### src/rtl/fact_arb_pkg.sv
// Shared types and default widths for the factorial-unit arbiter.
package fact_arb_pkg;

  typedef enum logic [1:0] {
    FA_IDLE  = 2'd0,
    FA_ISSUE = 2'd1,
    FA_WAIT  = 2'd2,
    FA_RESP  = 2'd3
  } fa_state_t;

  localparam int FA_IN_DATA_WD     = 3;
  localparam int FA_OUT_DATA_WD    = 16;
  localparam int FA_NUM_REQ        = 4;
  localparam int FA_TIMEOUT_CYCLES = 64;

endpackage

### src/rtl/fact_rr_picker.sv
// Combinational round-robin selector: first valid requester at or after rr_ptr.
module fact_rr_picker #(
  parameter int NUM_REQ = 4,
  parameter int ID_WD   = $clog2(NUM_REQ)
) (
  input  logic [NUM_REQ-1:0] req,
  input  logic [ID_WD-1:0]   rr_ptr,
  output logic [NUM_REQ-1:0] grant,
  output logic [ID_WD-1:0]   grant_idx,
  output logic               any_valid
);

  always_comb begin
    logic [ID_WD-1:0] idx;
    idx       = '0;
    grant     = '0;
    grant_idx = '0;
    any_valid = 1'b0;
    // Walk the ring starting at rr_ptr; the first hit wins.
    for (int i = 0; i < NUM_REQ; i++) begin
      idx = ID_WD'((int'(rr_ptr) + i) % NUM_REQ);
      if (!any_valid && req[idx]) begin
        any_valid  = 1'b1;
        grant_idx  = idx;
        grant[idx] = 1'b1;
      end
    end
  end

endmodule

### src/rtl/fact_arbiter.sv
// Round-robin arbiter sharing one factorial unit between NUM_REQ requesters.
// Optional watchdog on the result wait: define FACT_ARB_TIMEOUT_EN.
module fact_arbiter
  import fact_arb_pkg::*;
#(
  parameter int IN_DATA_WD  = FA_IN_DATA_WD,
  parameter int OUT_DATA_WD = FA_OUT_DATA_WD,
  parameter int NUM_REQ     = FA_NUM_REQ,
  parameter int ID_WD       = $clog2(NUM_REQ)
`ifdef FACT_ARB_TIMEOUT_EN
  ,
  parameter int TIMEOUT_CYCLES = FA_TIMEOUT_CYCLES
`endif
) (
  input  logic                          clk,
  input  logic                          reset,
  input  logic [NUM_REQ-1:0]            req_valid,
  input  logic [NUM_REQ*IN_DATA_WD-1:0] req_data,
  output logic [NUM_REQ-1:0]            req_ready,
  output logic [IN_DATA_WD-1:0]         fact_in_data,
  output logic                          fact_in_valid,
  input  logic [OUT_DATA_WD-1:0]        fact_out_data,
  input  logic                          fact_out_valid,
  input  logic                          fact_out_busy,
  output logic                          resp_valid,
  input  logic                          resp_ready,
  output logic [ID_WD-1:0]              resp_id,
  output logic [OUT_DATA_WD-1:0]        resp_data,
  output logic                          resp_err,
  output logic [1:0]                    dbg_state
);

  // Handshakes: a request moves when req_valid[i] && req_ready[i] on a rising
  // edge; a response moves when resp_valid && resp_ready. Valid, once raised,
  // holds with its payload stable until the matching ready is seen.

  fa_state_t              state_q, state_d;
  logic [ID_WD-1:0]       rr_ptr;
  logic [NUM_REQ-1:0]     pick_grant;
  logic [ID_WD-1:0]       pick_idx;
  logic                   pick_any;
  logic                   grant_fire;
  logic                   timeout_hit;
  logic [ID_WD-1:0]       id_q;
  logic [IN_DATA_WD-1:0]  req_op [NUM_REQ];

  always_comb begin
    for (int i = 0; i < NUM_REQ; i++) begin
      req_op[i] = req_data[i*IN_DATA_WD +: IN_DATA_WD];
    end
  end

  fact_rr_picker #(
    .NUM_REQ (NUM_REQ),
    .ID_WD   (ID_WD)
  ) u_picker (
    .req       (req_valid),
    .rr_ptr    (rr_ptr),
    .grant     (pick_grant),
    .grant_idx (pick_idx),
    .any_valid (pick_any)
  );

  always_ff @(posedge clk) begin
    if (reset) state_q <= FA_IDLE;
    else       state_q <= state_d;
  end

  always_comb begin
    state_d    = state_q;
    req_ready  = '0;
    grant_fire = 1'b0;
    case (state_q)
      FA_IDLE: begin
        if (!reset && pick_any && !fact_out_busy) begin
          req_ready  = pick_grant;
          grant_fire = 1'b1;
          state_d    = FA_ISSUE;
        end
      end
      FA_ISSUE: state_d = FA_WAIT;
      FA_WAIT: begin
        if (fact_out_valid || timeout_hit) state_d = FA_RESP;
      end
      FA_RESP: begin
        if (resp_ready) state_d = FA_IDLE;
      end
      default: state_d = FA_IDLE;
    endcase
  end

  always_ff @(posedge clk) begin
    if (reset) begin
      rr_ptr        <= '0;
      id_q          <= '0;
      fact_in_valid <= 1'b0;
      fact_in_data  <= '0;
      resp_valid    <= 1'b0;
      resp_data     <= '0;
    end else begin
      // The operand register is non-zero only during the issue cycle.
      fact_in_valid <= grant_fire;
      fact_in_data  <= grant_fire ? req_op[pick_idx] : '0;
      if (grant_fire) begin
        id_q   <= pick_idx;
        rr_ptr <= (pick_idx == ID_WD'(NUM_REQ - 1)) ? '0 : pick_idx + 1'b1;
      end
      if (state_q == FA_WAIT && state_d == FA_RESP) begin
        resp_valid <= 1'b1;
        resp_data  <= fact_out_valid ? fact_out_data : '0;
      end else if (state_q == FA_RESP && resp_ready) begin
        resp_valid <= 1'b0;
      end
    end
  end

  assign resp_id   = id_q;
  assign dbg_state = state_q;

`ifdef FACT_ARB_TIMEOUT_EN
  localparam int TMO_WD = $clog2(TIMEOUT_CYCLES + 1);
  logic [TMO_WD-1:0] tmo_cnt;
  logic              err_q;

  // Counts cycles spent in WAIT; held at zero everywhere else.
  always_ff @(posedge clk) begin
    if (reset || state_q != FA_WAIT) tmo_cnt <= '0;
    else                             tmo_cnt <= tmo_cnt + 1'b1;
  end

  assign timeout_hit = (state_q == FA_WAIT) &&
                       (tmo_cnt == TMO_WD'(TIMEOUT_CYCLES - 1));

  always_ff @(posedge clk) begin
    if (reset) err_q <= 1'b0;
    else if (state_q == FA_WAIT && state_d == FA_RESP) err_q <= !fact_out_valid;
  end

  assign resp_err = err_q;
`else
  assign timeout_hit = 1'b0;
  assign resp_err    = 1'b0;
`endif

endmodule

### config.mk
export PLATFORM = sky130hd
export DESIGN_NAME = fact_arbiter
export DESIGN_NICKNAME = d
export VERILOG_FILES = /design/src/rtl/fact_arb_pkg.sv /design/src/rtl/fact_rr_picker.sv /design/src/rtl/fact_arbiter.sv
export SDC_FILE = /design/constraint.sdc
export NUM_CORES = 1
export LEC_CHECK = 0
export ABC_AREA = 1
export CAP_MARGIN = 5
export CELL_PAD_IN_SITES_DETAIL_PLACEMENT = 0
export CELL_PAD_IN_SITES_GLOBAL_PLACEMENT = 1
export CORE_ASPECT_RATIO = 1.4
export CORE_MARGIN = 2
export CORE_UTILIZATION = 29
export DETAILED_ROUTE_END_ITERATION = 8
export PLACE_DENSITY = 0.8
export SLEW_MARGIN = 20
export SYNTH_ARGS = -nofsm -noshare
export SYNTH_HDL_FRONTEND = slang
export SYNTH_HIERARCHICAL = 1
export SYNTH_SLANG_ARGS = --single-unit
### constraint.sdc
create_clock -name clk -period 2.85 [get_ports clk]
set_input_delay 0.4275 -clock clk [delete_from_list [all_inputs] [get_ports clk]]
set_output_delay 0.4275 -clock clk [all_outputs]
set_load 0.03 [all_outputs]
# After elaboration in Yosys (flattened, before gate mapping)
# Index checks and enable logic that the tools add are counted.
# op_classes
addsub	4
magnitude_cmp	9
eq_ne	5
mux	43
bitwise_logic	5
n_reduce_logical	19
# ops
cell	n
two-way mux 4 bit	6
two-way mux 1 bit	16
two-way mux 16 bit	1
two-way mux 2 bit	8
< comparator 2 x 3 -> 1 bit (second input constant)	4
bitwise OR 4 bit	3
logical AND 1 bit	11
binary-select mux 1 bit (select 2 bit)	4
demux 1 bit (select 2 bit)	4
== test 2 bit (second input constant)	4
>= comparator 2 x 1 -> 1 bit (second input constant)	4
case mux 2 bit (4 select lines)	1
binary-select mux 3 bit (select 2 bit)	1
two-way mux 3 bit	2
zero test 1 bit	5
adder 2 x 1 -> 2 bit (second input constant)	2
adder 2 bit (second input constant)	2
>= comparator 3 bit (second input constant)	1
NOT 2 -> 3 bit	1
== test 2 x 1 -> 1 bit (second input constant)	1
zero test 2 bit	1
nonzero test 2 bit	1
OR reduction 2 bit	1
NOT 1 bit	1
# totals
regBits	27
in_bits	37
output_inout_bits	30
wordCells	92

# Depth between registers and ports, before layout
# logic_depth
ltp_word	19
ltp_mapped	15

# Modules after synthesis
# The synthesis kept the hierarchy.
# modules_own_cells
mod	instances	cells_each	area_each_um2	seq_area_each_um2
fact_arbiter	1	158	1203.7	540.5
fact_rr_picker	1	74	430.4	0.0

# Worst setup path after synthesis
# Ideal clock, no wire load.
# synth_path
kind	flip-flop to output port
start	reg rr_ptr[0]
end	out req_ready[0]
t_arrival_ns	2.223
required_time_ns	2.423
setup_slack_ns	0.199
stages_incl_launch_ff	14
path_buffers	2
cell_sequence	dfxtp_1 > inv_2 > ha_1 > inv_1 > nand2_1 > nand2_2 > nor2_4 > buf_6 > nand4_1 > inv_1 > nor2_1 > nand3_2 > buf_6 > nor2_1
# synth_between
elab_chain_len	16
# synth_rtl
element	line_no	rtl
start: declaration	fact_arbiter.sv:38	logic [ID_WD-1:0] rr_ptr;
start signal: assignment	fact_arbiter.sv:106	rr_ptr <= (pick_idx == ID_WD'(NUM_REQ - 1)) ? '0 : pick_idx + 1'b1;
parallel branches: the longest is 11 deep, another holds adder 2 x 1 -> 2 bit	--	
two-way mux 1 bit (*)	fact_rr_picker.sv:22	if (!any_valid && req[idx]) begin
net pick_any	fact_arbiter.sv:41	logic pick_any;
logical AND 1 bit (*) (2 in a row)	fact_arbiter.sv:75	if (!reset && pick_any && !fact_out_busy) begin
two-way mux 4 bit (*)	fact_arbiter.sv:75	
two-way mux 4 bit (*)	fact_arbiter.sv:73	case (state_q)
end: declaration	fact_arbiter.sv:19	output logic [NUM_REQ-1:0] req_ready,
# Mark *: on every way through the listed nets, which the timed path passes. The select of a mux whose other input is x is not followed.

# Worst setup path after layout
# layout_path
start	reg rr_ptr[1]
end	out req_ready[2]
# Same word-level chain as after synthesis.

==> results by group <==
Outcome
  – Outcome: finished, final reports clean

Die
  – Die width: 67.4 µm
  – # rows: 32
  – Die Y: 92.8 µm
  – Core Box Area: 5490 µm²
  – Die area: 6260 µm²
  – Io pins: 67
  – Starting Density: 29.8%

Drt
  – DRC violations left: 0
  – Vias per cell: 4.74
  – WL/cell: 12.2 µm
  – Initial DRC Count: 82
  – Routed Antenna Nets: 0
  – Via count: 1726
  – Post-Route WL: 4.43 mm
  – DRT Pass-1 Iters: 4

Timing
  – Post-layout min period: 2580 ps
  – Final Worst Setup Slack: 275 ps
  – Final worst-path cycle share: 90.4%
  – Final hold vios: 0
  – Clk_skew: 3.15 ps
  – RSZ-0062 raised after global routing: false
  – Slew headroom: 56.1%
  – Setup TNS Final: 0 ps
  – Least-Margin Pin Slew: 657 ps
  – Fmax: 388 MHz
  – Fin. max-slew vios: 0
  – Final-report setup violation count: 0

Clock network
  – CTS resizes: 0
  – CTS buffer count: 3
  – Skew-Pair Late Insertion Delay: 270 ps
  – Longest Clk Path Bufs: 2
  – Total clock sinks: 27
  – Post-CTS setup buffers: 0
  – H-tree depth: 1
  – Worst-path clk slew: 90 ps
  – CTS tree: yes
  – Hold buffer count at cts: 0
  – Root buffer cell: clkbuf_8

Worst setup path
  – Crit start category: flop
  – Arr. time, crit path: 2150 ps
  – CP required: 2420 ps
  – Crit path max fanout: 13
  – WS Path Type: reg -> out
  – CP endpoint kind: primary output

Power
  – VDD IR max: 0.390 mV
  – P per Cell Area: 669 nW/µm²
  – Flop pwr share: 27.8%
  – Psw: 0.707 mW
  – Internal cell power: 0.871 mW
  – Sw frac: 44.8%
  – Comb pwr share: 58.5%
  – LEAKAGE: 0.972 nW
  – Clock power frac: 13.7%

GRT
  – Largest net degree at the start of global routing: 20
  – Antenna violations before repair: 0
  – Tot GR Track Use: 14.6%
  – Total congestion overflow: 0
  – Vias in the first global route: 1620
  – Global-route wire length before repair: 7.22 mm

Yosys
  – Syn_nets: 275
  – Area of the mapped netlist: 1630 µm²
  – Distinct cells, synth: 24
  – Post-synthesis sequential area ratio: 33.1%
  – Syn avg cell area: 7.04 µm²
  – Yosys reg bits: 27
  – Syn. warnings: 6
  – Post-Synthesis Cells: 232

Hold path
  – Hold Crit Class: reg -> reg

Layout
  – Fillcell total: 590
  – Multi-input combinational cell area: 905 µm²
  – Final net count: 340
  – Diode count: 0
  – Commonest non-fill, non-tap cells in the layout: clkdlybuf4s50_1 (61), nand2_1 (45), dfxtp_1 (27)
  – FF+latch area: 541 µm²
  – Most common cell after layout, fill and taps aside: clkdlybuf4s50_1
  – Share of cells above drive strength 1: 12.2%
  – Area Growth Syn to Fin: 44.3%

Placed design
  – # port buffers: 65
  – Place WS: 356 ps
  – Routability Congestion: 0.825
  – HPWL Detailed: 3.44 mm

Job
  – Max_cap viols: 0
cell type report:
class | instances | area share, %
Timing Repair Buffer | 72 | 29.4
Inverter | 24 | 3.82
Sequential cell | 27 | 22.9
Clock buffer | 4 | 1.91
Multi-Input combinational cell | 169 | 38.4
Tap cell | 68 | 3.61
metal layers:
| layer | up-vias | track usage [%] | part of all wire (%) |
|---|---|---|---|
| met5 | - | 0 | 0 |
| met2 | 45 | 27.4 | 53 |
| met3 | 4 | 1.46 | 4.7 |
| met4 | 0 | 5.61 | 1.4 |
| met1 | 778 | 16.0 | 41 |
| li1 | 899 | - | - |
sequential cells by signal, summed over array words and instances (netlist names):
register and cells:
resp_id 2, rr_ptr 2, fact_in_data 3, dbg_state 2, fact_in_valid 1, resp_data 16, resp_valid 1
stage by stage:
| step | instances | total power [mW] | instance area [µm²] | hold WS [ps] | util, % |
|---|---|---|---|---|---|
| global placement | 360 | 1.38 | 2310 | 449 | 42.2 |
| detailed placement | 360 | 1.38 | 2310 | 453 | 42.2 |
| floorplan | 232 | 1.11 | 1630 | 525 | - |
| global route | 364 | 1.72 | 2360 | 477 | 43.0 |
| CTS | 364 | 1.59 | 2360 | 467 | 43.0 |
| finish | 364 | 1.58 | 2360 | 461 | 43.0 |
critical path, cell delays in order (launching register included):
cell and delay [ps]:
dfxtp_1 340, inv_1 110, ha_1 370, inv_1 110, nand2_1 90, nand2_2 70
nor2_4 220, nand4_1 150, inv_1 80, nor2_1 40, nand3_2 90, nor2_1 50
buf_4 160
power groups by stage:
stage / clock network, mW / logic, mW / registers, mW
CTS: 0.221 / 0.932 / 0.440
detailed placement: 0 / 0.930 / 0.448
finish: 0.216 / 0.923 / 0.439
global placement: 0 / 0.930 / 0.447
floorplan: 0 / 0.596 / 0.516
global route: 0.239 / 1.04 / 0.444
kinds of logic (layout without fill, tap and decap cells):
logic type,Yosys count,after routing,share of synthesized area [%]
buf+inv,36,100,11.6
compound gates,36,36,11.9
flops,27,27,33.1
fa+ha+maj,6,6,4.59
other cells,1,1,0.229
simple gates,126,126,38.7
final timing paths:
check,from,end,slack (ps),depth (start not counted)
setup reg to reg,rr_ptr[1],rr_ptr[0],660,13
setup / recovery,rr_ptr[1],req_ready[2],270,12
hold reg to reg,resp_data[10],resp_data[10],460,2
hold / removal,resp_data[10],resp_data[10],460,2
synthesized netlist by cell type:
cell type,instances,area (µm²)
nand4_1,23,144
buf_2,4,20.0
buf_8,1,15.0
buf_6,3,33.8
nand3_2,3,30.0
o21ai_0,4,20.0
dfxtp_1,27,541
ha_1,6,75.1
conb_1,1,3.75
nand2_1,45,169
nand3_1,21,105
nor2_4,1,11.3
inv_2,2,7.51
nand2_2,8,50.1
a21oi_2,1,8.76
nor2_1,18,67.6
o21ai_1,1,5.00
nor2_2,2,12.5
or2_2,4,25.0
a21oi_1,26,130
nand3_4,1,17.5
inv_1,22,82.6
buf_4,4,30.0
a21boi_0,4,30.0
No activity file was read; power rests on OpenSTA's default activity.
